$ cat src/rtl/ks_wide_add_seq_pkg.sv
// Shared definitions for the sliced wide adder: operation codes, FSM states
// and the Kogge-Stone prefix cells used by the slice adder.
package ks_seq_pkg;

   localparam logic [1:0] MODE_ADD  = 2'b00;
   localparam logic [1:0] MODE_ADD1 = 2'b01;
   localparam logic [1:0] MODE_INC  = 2'b10;
   localparam logic [1:0] MODE_SUB  = 2'b11;

   typedef enum logic [1:0] {
      IDLE = 2'd0,
      RUN  = 2'd1,
      DONE = 2'd2
   } state_e;

   // Black node: merges a higher (g,p) group with the adjacent lower group.
   function automatic logic [1:0] black_cell(input logic gHi, input logic pHi,
                                             input logic gLo, input logic pLo);
      return {gHi | (pHi & gLo), pHi & pLo};
   endfunction

   function automatic logic grey_cell(input logic gHi, input logic pHi, input logic gLo);
      return gHi | (pHi & gLo);
   endfunction

   function automatic logic sum_cell(input logic p, input logic c);
      return p ^ c;
   endfunction

endpackage

$ cat src/rtl/ks_slice_adder.sv
// Combinational W-bit Kogge-Stone adder with carry-in, carry-out and the
// carry into the MSB (needed by the sequencer for signed overflow).
module ks_slice_adder
   import ks_seq_pkg::*;
#(
   parameter int W = 16
) (
   input  logic [W-1:0] a_i,
   input  logic [W-1:0] b_i,
   input  logic         cin_i,
   output logic [W-1:0] sum_o,
   output logic         cout_o,
   output logic         cmsb_o
);

   localparam int LEVELS = $clog2(W);

   logic [W-1:0] gen  [0:LEVELS];
   logic [W-1:0] prop [0:LEVELS];
   logic [W-1:0] halfSum;
   logic [W:0]   carry;

   // The carry-in is folded into bit 0's generate so every prefix G[i:0]
   // already includes it and the final level yields carries directly.
   always_comb begin
      for (int l = 0; l <= LEVELS; l++) begin
         gen[l]  = '0;
         prop[l] = '0;
      end
      halfSum = a_i ^ b_i;
      gen[0]  = a_i & b_i;
      prop[0] = halfSum;
      gen[0][0] = grey_cell(gen[0][0], prop[0][0], cin_i);

      for (int l = 1; l <= LEVELS; l++) begin
         gen[l]  = gen[l-1];
         prop[l] = prop[l-1];
         for (int i = (1 << (l - 1)); i < W; i++) begin
            if (i >= (2 << (l - 1))) begin
               {gen[l][i], prop[l][i]} = black_cell(gen[l-1][i], prop[l-1][i],
                                                    gen[l-1][i - (1 << (l - 1))],
                                                    prop[l-1][i - (1 << (l - 1))]);
            end else begin
               gen[l][i] = grey_cell(gen[l-1][i], prop[l-1][i],
                                     gen[l-1][i - (1 << (l - 1))]);
            end
         end
      end

      carry[0]   = cin_i;
      carry[W:1] = gen[LEVELS];
      sum_o = '0;
      for (int i = 0; i < W; i++) begin
         sum_o[i] = sum_cell(halfSum[i], carry[i]);
      end
   end

   assign cout_o = carry[W];
   assign cmsb_o = carry[W-1];

endmodule

$ cat src/rtl/ks_wide_add_seq.sv
// Wide add/increment/subtract that streams W-bit slices, LSB first, through a
// single shared Kogge-Stone slice adder, one slice per clock.
module ks_wide_add_seq
   import ks_seq_pkg::*;
#(
   parameter int W      = 16,
   parameter int SLICES = 4
) (
   input  logic                  clk,
   input  logic                  rst_n,
   input  logic                  in_valid,
   output logic                  in_ready,
   input  logic [W*SLICES-1:0]   op_a,
   input  logic [W*SLICES-1:0]   op_b,
   input  logic [1:0]            mode,
   output logic                  out_valid,
   input  logic                  out_ready,
   output logic [W*SLICES-1:0]   sum,
   output logic                  cout,
   output logic                  ovf
);

   localparam int N  = W * SLICES;
   localparam int IW = (SLICES > 1) ? $clog2(SLICES) : 1;
   localparam logic [IW-1:0] LastIdx = IW'(SLICES - 1);

   state_e        state_q, state_d;
   logic [IW-1:0] idx_q, idx_d;
   logic          carry_q, carry_d;
   logic [N-1:0]  a_q, a_d;
   logic [N-1:0]  b_q, b_d;
   logic [N-1:0]  sum_q, sum_d;
   logic          cout_q, cout_d;
   logic          ovf_q, ovf_d;

   logic [W-1:0]  sliceSum;
   logic          sliceCout;
   logic          sliceCmsb;

   // The captured operands shift right each RUN cycle, so the active slice
   // always sits in the low W bits and no wide operand mux is needed.
   ks_slice_adder #(.W(W)) u_slice (
      .a_i    (a_q[W-1:0]),
      .b_i    (b_q[W-1:0]),
      .cin_i  (carry_q),
      .sum_o  (sliceSum),
      .cout_o (sliceCout),
      .cmsb_o (sliceCmsb)
   );

   always_comb begin
      state_d = state_q;
      idx_d   = idx_q;
      carry_d = carry_q;
      a_d     = a_q;
      b_d     = b_q;
      sum_d   = sum_q;
      cout_d  = cout_q;
      ovf_d   = ovf_q;

      case (state_q)
         IDLE: begin
            if (in_valid) begin
               state_d = RUN;
               idx_d   = '0;
               a_d     = op_a;
               case (mode)
                  MODE_ADD:  begin b_d = op_b;  carry_d = 1'b0; end
                  MODE_ADD1: begin b_d = op_b;  carry_d = 1'b1; end
                  MODE_INC:  begin b_d = '0;    carry_d = 1'b1; end
                  MODE_SUB:  begin b_d = ~op_b; carry_d = 1'b1; end
               endcase
            end
         end
         RUN: begin
            a_d     = a_q >> W;
            b_d     = b_q >> W;
            carry_d = sliceCout;
            idx_d   = idx_q + 1'b1;
            for (int k = 0; k < SLICES; k++) begin
               if (idx_q == IW'(k)) begin
                  sum_d[k*W +: W] = sliceSum;
               end
            end
            if (idx_q == LastIdx) begin
               state_d = DONE;
               idx_d   = '0;
               cout_d  = sliceCout;
               ovf_d   = sliceCmsb ^ sliceCout;
            end
         end
         DONE: begin
            if (out_ready) begin
               state_d = IDLE;
            end
         end
         default: state_d = IDLE;
      endcase
   end

   always_ff @(posedge clk or negedge rst_n) begin
      if (!rst_n) begin
         state_q <= IDLE;
         idx_q   <= '0;
         carry_q <= 1'b0;
         a_q     <= '0;
         b_q     <= '0;
         sum_q   <= '0;
         cout_q  <= 1'b0;
         ovf_q   <= 1'b0;
      end else begin
         state_q <= state_d;
         idx_q   <= idx_d;
         carry_q <= carry_d;
         a_q     <= a_d;
         b_q     <= b_d;
         sum_q   <= sum_d;
         cout_q  <= cout_d;
         ovf_q   <= ovf_d;
      end
   end

   assign in_ready  = (state_q == IDLE);
   assign out_valid = (state_q == DONE);
   assign sum       = sum_q;
   assign cout      = cout_q;
   assign ovf       = ovf_q;

endmodule

$ cat config.mk
export PLATFORM = sky130hd
export DESIGN_NAME = ks_wide_add_seq
export DESIGN_NICKNAME = d
export VERILOG_FILES = /design/src/rtl/ks_wide_add_seq_pkg.sv /design/src/rtl/ks_slice_adder.sv /design/src/rtl/ks_wide_add_seq.sv
export SDC_FILE = /design/constraint.sdc
export NUM_CORES = 1
export LEC_CHECK = 0
export BUFFER_PORTS_ARGS = -buffer_cell sky130_fd_sc_hd__buf_4
export CAP_MARGIN = 20
export CORE_MARGIN = 2
export CORE_UTILIZATION = 25
export CTS_BUF_LIST = sky130_fd_sc_hd__clkbuf_16
export CTS_CLUSTER_SIZE = 20
export DETAILED_ROUTE_END_ITERATION = 8
export PLACE_DENSITY = 0.51
export SYNTH_ARGS = -nofsm -noshare
export SYNTH_HDL_FRONTEND = slang
export SYNTH_SLANG_ARGS = --single-unit
$ cat constraint.sdc
create_clock -name clk -period 4 [get_ports clk]
set_input_delay 0.4 -clock clk [delete_from_list [all_inputs] [get_ports clk]]
set_output_delay 0.4 -clock clk [all_outputs]
set_load 0.01 [all_outputs]
Yosys cells after proc, flatten, opt, wreduce, memory -nomap -nowiden
Index checks and enable logic that the tools add are counted.

Logic and storage cells: 204. Register bits after elaboration: 199. Input bits: 134.

$add $sub $neg: 1. Equality and inequality tests: 11. Bitwise logic cells: 154. Reduce and logical (&&, ||, !) cells: 12. Muxes and demuxes: 15.

Operators with widths (count): 64-bit one-hot mux with 2 select lines (2); 64-bit one-hot mux with 3 select lines (1); 64-bit 2-to-1 mux (2); 1-bit bitwise AND (84); 64-bit NOT (1); 1-bit bitwise OR (50); 1-bit XOR (17); 16-bit bitwise AND (1); 16-bit XOR (1); 2-bit == test, second input constant (5); 2-bit 2-to-1 mux (5); 2-bit AND reduction (5); 2-bit by 1-bit == test with 1-bit output, second input constant (3); 2-bit zero test (3); 2-bit one-hot mux with 3 select lines (1); 2-bit inequality test, second input constant (2); 1-bit one-hot mux with 2 select lines (2); 2-bit one-hot mux with 2 select lines (1); 3-bit AND reduction (1); 3-bit OR reduction (1); 2-bit by 1-bit adder with 2-bit output, second input constant (1); 2-bit by 1-bit inequality test with 1-bit output, second input constant (1); 2-bit nonzero test (1); 2-bit OR reduction (1); 1-bit 2-to-1 mux (1).

Depth between registers and ports, before layout
Depth after elaboration: 12. Depth in mapped cells: 8.

Hierarchy
Synthesis repeated with hierarchy kept, for this count alone.

Cells, all modules: 800. Area, all modules: 9575.4 um^2.

Modules (own cells, without submodules): ks_wide_add_seq (area an instance 8790.9 um^2, cells each 704, times used 1); ks_slice_adder (area an instance 784.5 um^2, cells each 96, times used 1).

Worst setup path before layout
No wires, ideal clock.

Path type: register to register. From: register carry_q. To: register ovf_q (netlist: ovf). Library setup time: 0.132 ns. Data required time: 3.868 ns. Stages on the path, launching flop included: 9. Data arrival time: 2.265 ns. Path slack: 1.603 ns. Period minus slack after synthesis: 2.397 ns. Cells stage by stage: dfrtp_1 fa_1 fa_1 a211oi_1 nor2_1 o22ai_4 o21a_1 xor2_1 o21ai_1.

Word-level cells in the longest chain between the ends: 11. Elaborated cells between the ends (all ways): 17. Those cells by class: bitwise (17).

Ends and longest elaborated chain: start: declaration (line ks_wide_add_seq.sv:29) `logic carry_q, carry_d;`; start signal: assignment (line ks_wide_add_seq.sv:114) `carry_q <= carry_d;`; 1-bit bitwise AND * (line ks_wide_add_seq_pkg.sv:23) `return gHi | (pHi & gLo);`; 1-bit bitwise OR * (line ks_wide_add_seq_pkg.sv:23); 1-bit bitwise AND (line ks_wide_add_seq_pkg.sv:23); 1-bit bitwise OR (line ks_wide_add_seq_pkg.sv:23); 1-bit bitwise AND (line ks_wide_add_seq_pkg.sv:23); 1-bit bitwise OR (line ks_wide_add_seq_pkg.sv:23); 1-bit bitwise AND (line ks_wide_add_seq_pkg.sv:23); 1-bit bitwise OR (line ks_wide_add_seq_pkg.sv:23); 1-bit bitwise AND (line ks_wide_add_seq_pkg.sv:23); 1-bit bitwise OR (line ks_wide_add_seq_pkg.sv:23); 1-bit XOR * (line ks_wide_add_seq.sv:89) `ovf_d = sliceCmsb ^ sliceCout;`; end signal: assignment (line ks_wide_add_seq.sv:119) `ovf_q <= ovf_d;`; end: declaration (line ks_wide_add_seq.sv:34) `logic ovf_q, ovf_d;`.

Mark *: on every way between the ends. The rest lies on a longest branch, timed or not. A chain may end at the register's enable or synchronous reset.

Final worst setup path
From: register carry_q. To: register sum_q[42] (netlist: sum[42]).

Word-level cells in the longest chain between the ends: 7.

Ends and longest elaborated chain: 1-bit bitwise AND (line ks_wide_add_seq_pkg.sv:23); 1-bit bitwise OR (line ks_wide_add_seq_pkg.sv:23); 1-bit bitwise AND (line ks_wide_add_seq_pkg.sv:23); 1-bit bitwise OR (line ks_wide_add_seq_pkg.sv:23); 1-bit bitwise AND (line ks_wide_add_seq_pkg.sv:23); 1-bit bitwise OR (line ks_wide_add_seq_pkg.sv:23); 1-bit XOR (line ks_wide_add_seq_pkg.sv:27) `return p ^ c;`; end signal: assignment (line ks_wide_add_seq.sv:117) `sum_q <= sum_d;`; end: declaration (line ks_wide_add_seq.sv:32) `logic [N-1:0] sum_q, sum_d;`.

Every way passes these cells.

==> metrics.csv <==
metric;value;unit
fraction_of_layout_instances_using_a_drive_strength_above_1;23.9;%
clock_latency_on_the_worst_skew_pair;0.45;ns
design.core.area;0.0377;mm²
maximum_number_of_pins_on_one_net_before_global_route_repair;153;
clk_pin_slew;0.07;ns
netlist_instances;971;
run_status;finished clean;
peakVddDrop;0.385;mV
root_buffer;sky130_fd_sc_hd__clkbuf_16;
worstHoldPathType;input port to async pin;
dieHeight;200;µm
critical_path_peak_fanout;6;
synth.yosys.warnings;0;
synth_top_cell_by_area;sky130_fd_sc_hd__dfrtp_1;
proportion_of_synthesized_chip_area_in_sequential_cells;52.1;%
timing.max_slew.rel_slack;30.0;%
period_share;65.8;%
synthesis.nets;1126;
worstPathCellList;fa_1 -> fa_1 -> a211oi_1 -> nor2_1 -> o22ai_4 -> o21ai_2 -> xnor2_1 -> o21ai_0;
timing_worst_slew_pin_value;1.05;ns
critical_path.slowest_cell;sky130_fd_sc_hd__fa_1;
drt_pass1_iterations;5;
synthesis_to_finish_area_growth;27.0;%
dr_total_vias;7442;
final_nets;1287;
postRouteAntennaNets;0;
finalWorstPathRequiredPeriod;2.63;ns
report.final.slew_viol_count;0;
netlist_area;0.00957;mm²
setup_viol;0;
max_cap_viol_count;0;
power_per_cell_area;783;mW/mm²
drt-wirelength-per-cell;17.2;µm
synth.distinct_cells;43;
cts_inserted_buffers;17;
first_global_vias;7115;
first_iter_violations;365;
die-width;200;µm
postSynthAreaPerCell;9.85;µm²
max_clock_freq;0.380;GHz
cp_data_required_time;4.29;ns
arrival;2.92;ns
final.setup.tns;0;ns
rsz_0062_raised_after_global_routing;no;
cts.sinks;199;
critical_setup_path_class;flip-flop to flip-flop;
core.rowCount;71;
post-dp-hpwl;20.3;mm
wl;28.6;mm
grtUsageTotal;14.7;%
post_drt_via_cell_ratio;4.49;
final_hold_viol_count;0;
end_kind;flip-flop;
number_of_flops_mapped_to_enable_cells_by_yosys;0;
cts_post_setup_buffers_inserted;0;
antenna_violations_before_repair;0;
share_of_the_synthesized_area_in_the_top_cell_type;52.1;%
grt_pass1_wl;43.9;mm
starting_density_of_the_core;25.4;%
critical_path.startpoint_type;flip-flop;
synth_ff_type;sky130_fd_sc_hd__dfrtp_1;
synth_top_cells_by_area;sky130_fd_sc_hd__dfrtp_1 52%, sky130_fd_sc_hd__o21ai_0 7.9%, sky130_fd_sc_hd__mux2i_1 6.7%, sky130_fd_sc_hd__nand2_1 6.0%, sky130_fd_sc_hd__a21oi_1 3.9%;
cts_tree;built;
cts_resized;0;
drc;0;
critPathMaxStageDelay;0.48;ns
cts-htree-levels;4;
synth_top_cells_by_count;199 x sky130_fd_sc_hd__dfrtp_1, 153 x sky130_fd_sc_hd__nand2_1, 151 x sky130_fd_sc_hd__o21ai_0, 75 x sky130_fd_sc_hd__a21oi_1, 64 x sky130_fd_sc_hd__mux2i_1;
place.gp.congestion;0.790;
post-synth-top-count-cell;sky130_fd_sc_hd__dfrtp_1;
holdBufCountCts;0;
crit_path_frequent_cell;sky130_fd_sc_hd__fa_1;
clk_path_buf_depth;2;
numPortBuffers;201;
ys_async_sr_fraction;100;%
dieArea;0.0398;mm²
io-pin-count;202;
timing.clock.skew;0.0121;ns
power.total;9.52;mW
synth-seq-cells;199;
globalRouteOverflowTotal;0;
leakage;5.61;nW
-- path summary, 6_finish.rpt --
| kind | depth (start not counted) | slack, ns | startpoint | endpoint |
|---|---|---|---|---|
| min | 1 | 0.05 | rst_n | b_q[7] |
| min reg2reg | 2 | 0.48 | sum[7] | sum[7] |
| max in group asynchronous | 2 | 2.78 | rst_n | a_q[0] |
| max | 8 | 1.37 | carry_q | sum[42] |
| min in group clk | 2 | 0.16 | op_a[57] | a_q[57] |
| max reg2reg | 8 | 1.37 | carry_q | sum[42] |
-- state kept, by name, summed over array words and instances, names as in the netlist --
signal,cells
a_q,64
b_q,64
sum,64
idx_q,2
state_q,2
carry_q,1
cout,1
ovf,1
-- layer usage --
metal | vias to the layer above | part of all wire [%] | wire [µm] | track usage [%]
met5 | - | 0 | 0 | 0
met4 | 0 | 1.8 | 523 | 4.94
met3 | 18 | 4.5 | 1280 | 3.32
met2 | 145 | 45 | 12900 | 21.5
met1 | 3526 | 48 | 13900 | 21.2
li1 | 3753 | - | - | -
-- stage by stage --
step	setup slack, ns	instance area (µm²)	hold WS [ns]	instances	utilization [%]
after detailed placement	1.34	11600	0.470	1624	30.7
after global routing	1.17	12100	0.112	1656	32.2
after floorplan	1.60	9570	0.104	971	-
after global placement	1.34	11600	0.460	1624	30.7
after CTS	1.34	12100	0.0906	1656	32.2
final	1.37	12100	0.0503	1657	32.2
-- critical path, delay by kind of cell (launching register included) --
family                     cells  cell delay (ns)
DFF                            1             0.40
adders and majority gates      2             0.92
and+or+nand+nor                1             0.13
AOI/OAI and AO/OA              4             0.76
xor gates and xnor gates       1             0.26
-- cell usage in the layout (no fill, tap or decap), types with 3 or more instances in the layout --
master and n:
sky130_fd_sc_hd__a21o_1 3, sky130_fd_sc_hd__a21oi_1 75, sky130_fd_sc_hd__a22o_1 33, sky130_fd_sc_hd__a22oi_1 48
sky130_fd_sc_hd__buf_4 214, sky130_fd_sc_hd__clkbuf_16 17, sky130_fd_sc_hd__clkinv_4 4, sky130_fd_sc_hd__dfrtp_1 198
sky130_fd_sc_hd__ha_1 19, sky130_fd_sc_hd__inv_1 4, sky130_fd_sc_hd__inv_6 5, sky130_fd_sc_hd__mux2_2 8
sky130_fd_sc_hd__mux2i_1 64, sky130_fd_sc_hd__nand2_1 153, sky130_fd_sc_hd__nand3_1 3, sky130_fd_sc_hd__nor2_1 56
sky130_fd_sc_hd__nor2b_1 17, sky130_fd_sc_hd__o21a_1 5, sky130_fd_sc_hd__o21ai_0 151, sky130_fd_sc_hd__o21ai_1 9
sky130_fd_sc_hd__o21ai_2 4, sky130_fd_sc_hd__xnor2_1 6, sky130_fd_sc_hd__xor2_1 7
-- cell type report --
class                      count  area, µm²
inverter                       4       15.0
tap                          511        639
fill                        4005      25500
timing repair buffer         217       1660
clock inverter                15        144
clock buffer                  17        425
antenna                        1       2.50
sequential                   199       4980
multi-input combinational    693       4280
-- power by group --
part,internal (mW),switching [mW]
sequential,2.88,0.654
clock,0.874,0.833
combinational,1.78,2.50
-- cells by family after synthesis --
| family | Yosys count | synth area share (%) |
|---|---|---|
| AO/OA/AOI/OAI | 345 | 22.1 |
| XOR/XNOR | 14 | 1.36 |
| adder cells (fa/ha/maj) | 21 | 2.90 |
| buffers and inverters | 79 | 3.48 |
| flip-flops | 199 | 52.1 |
| multiplexers | 72 | 7.64 |
| AND/OR/NAND/NOR | 241 | 10.4 |
Power figures use the tool's default switching activity.
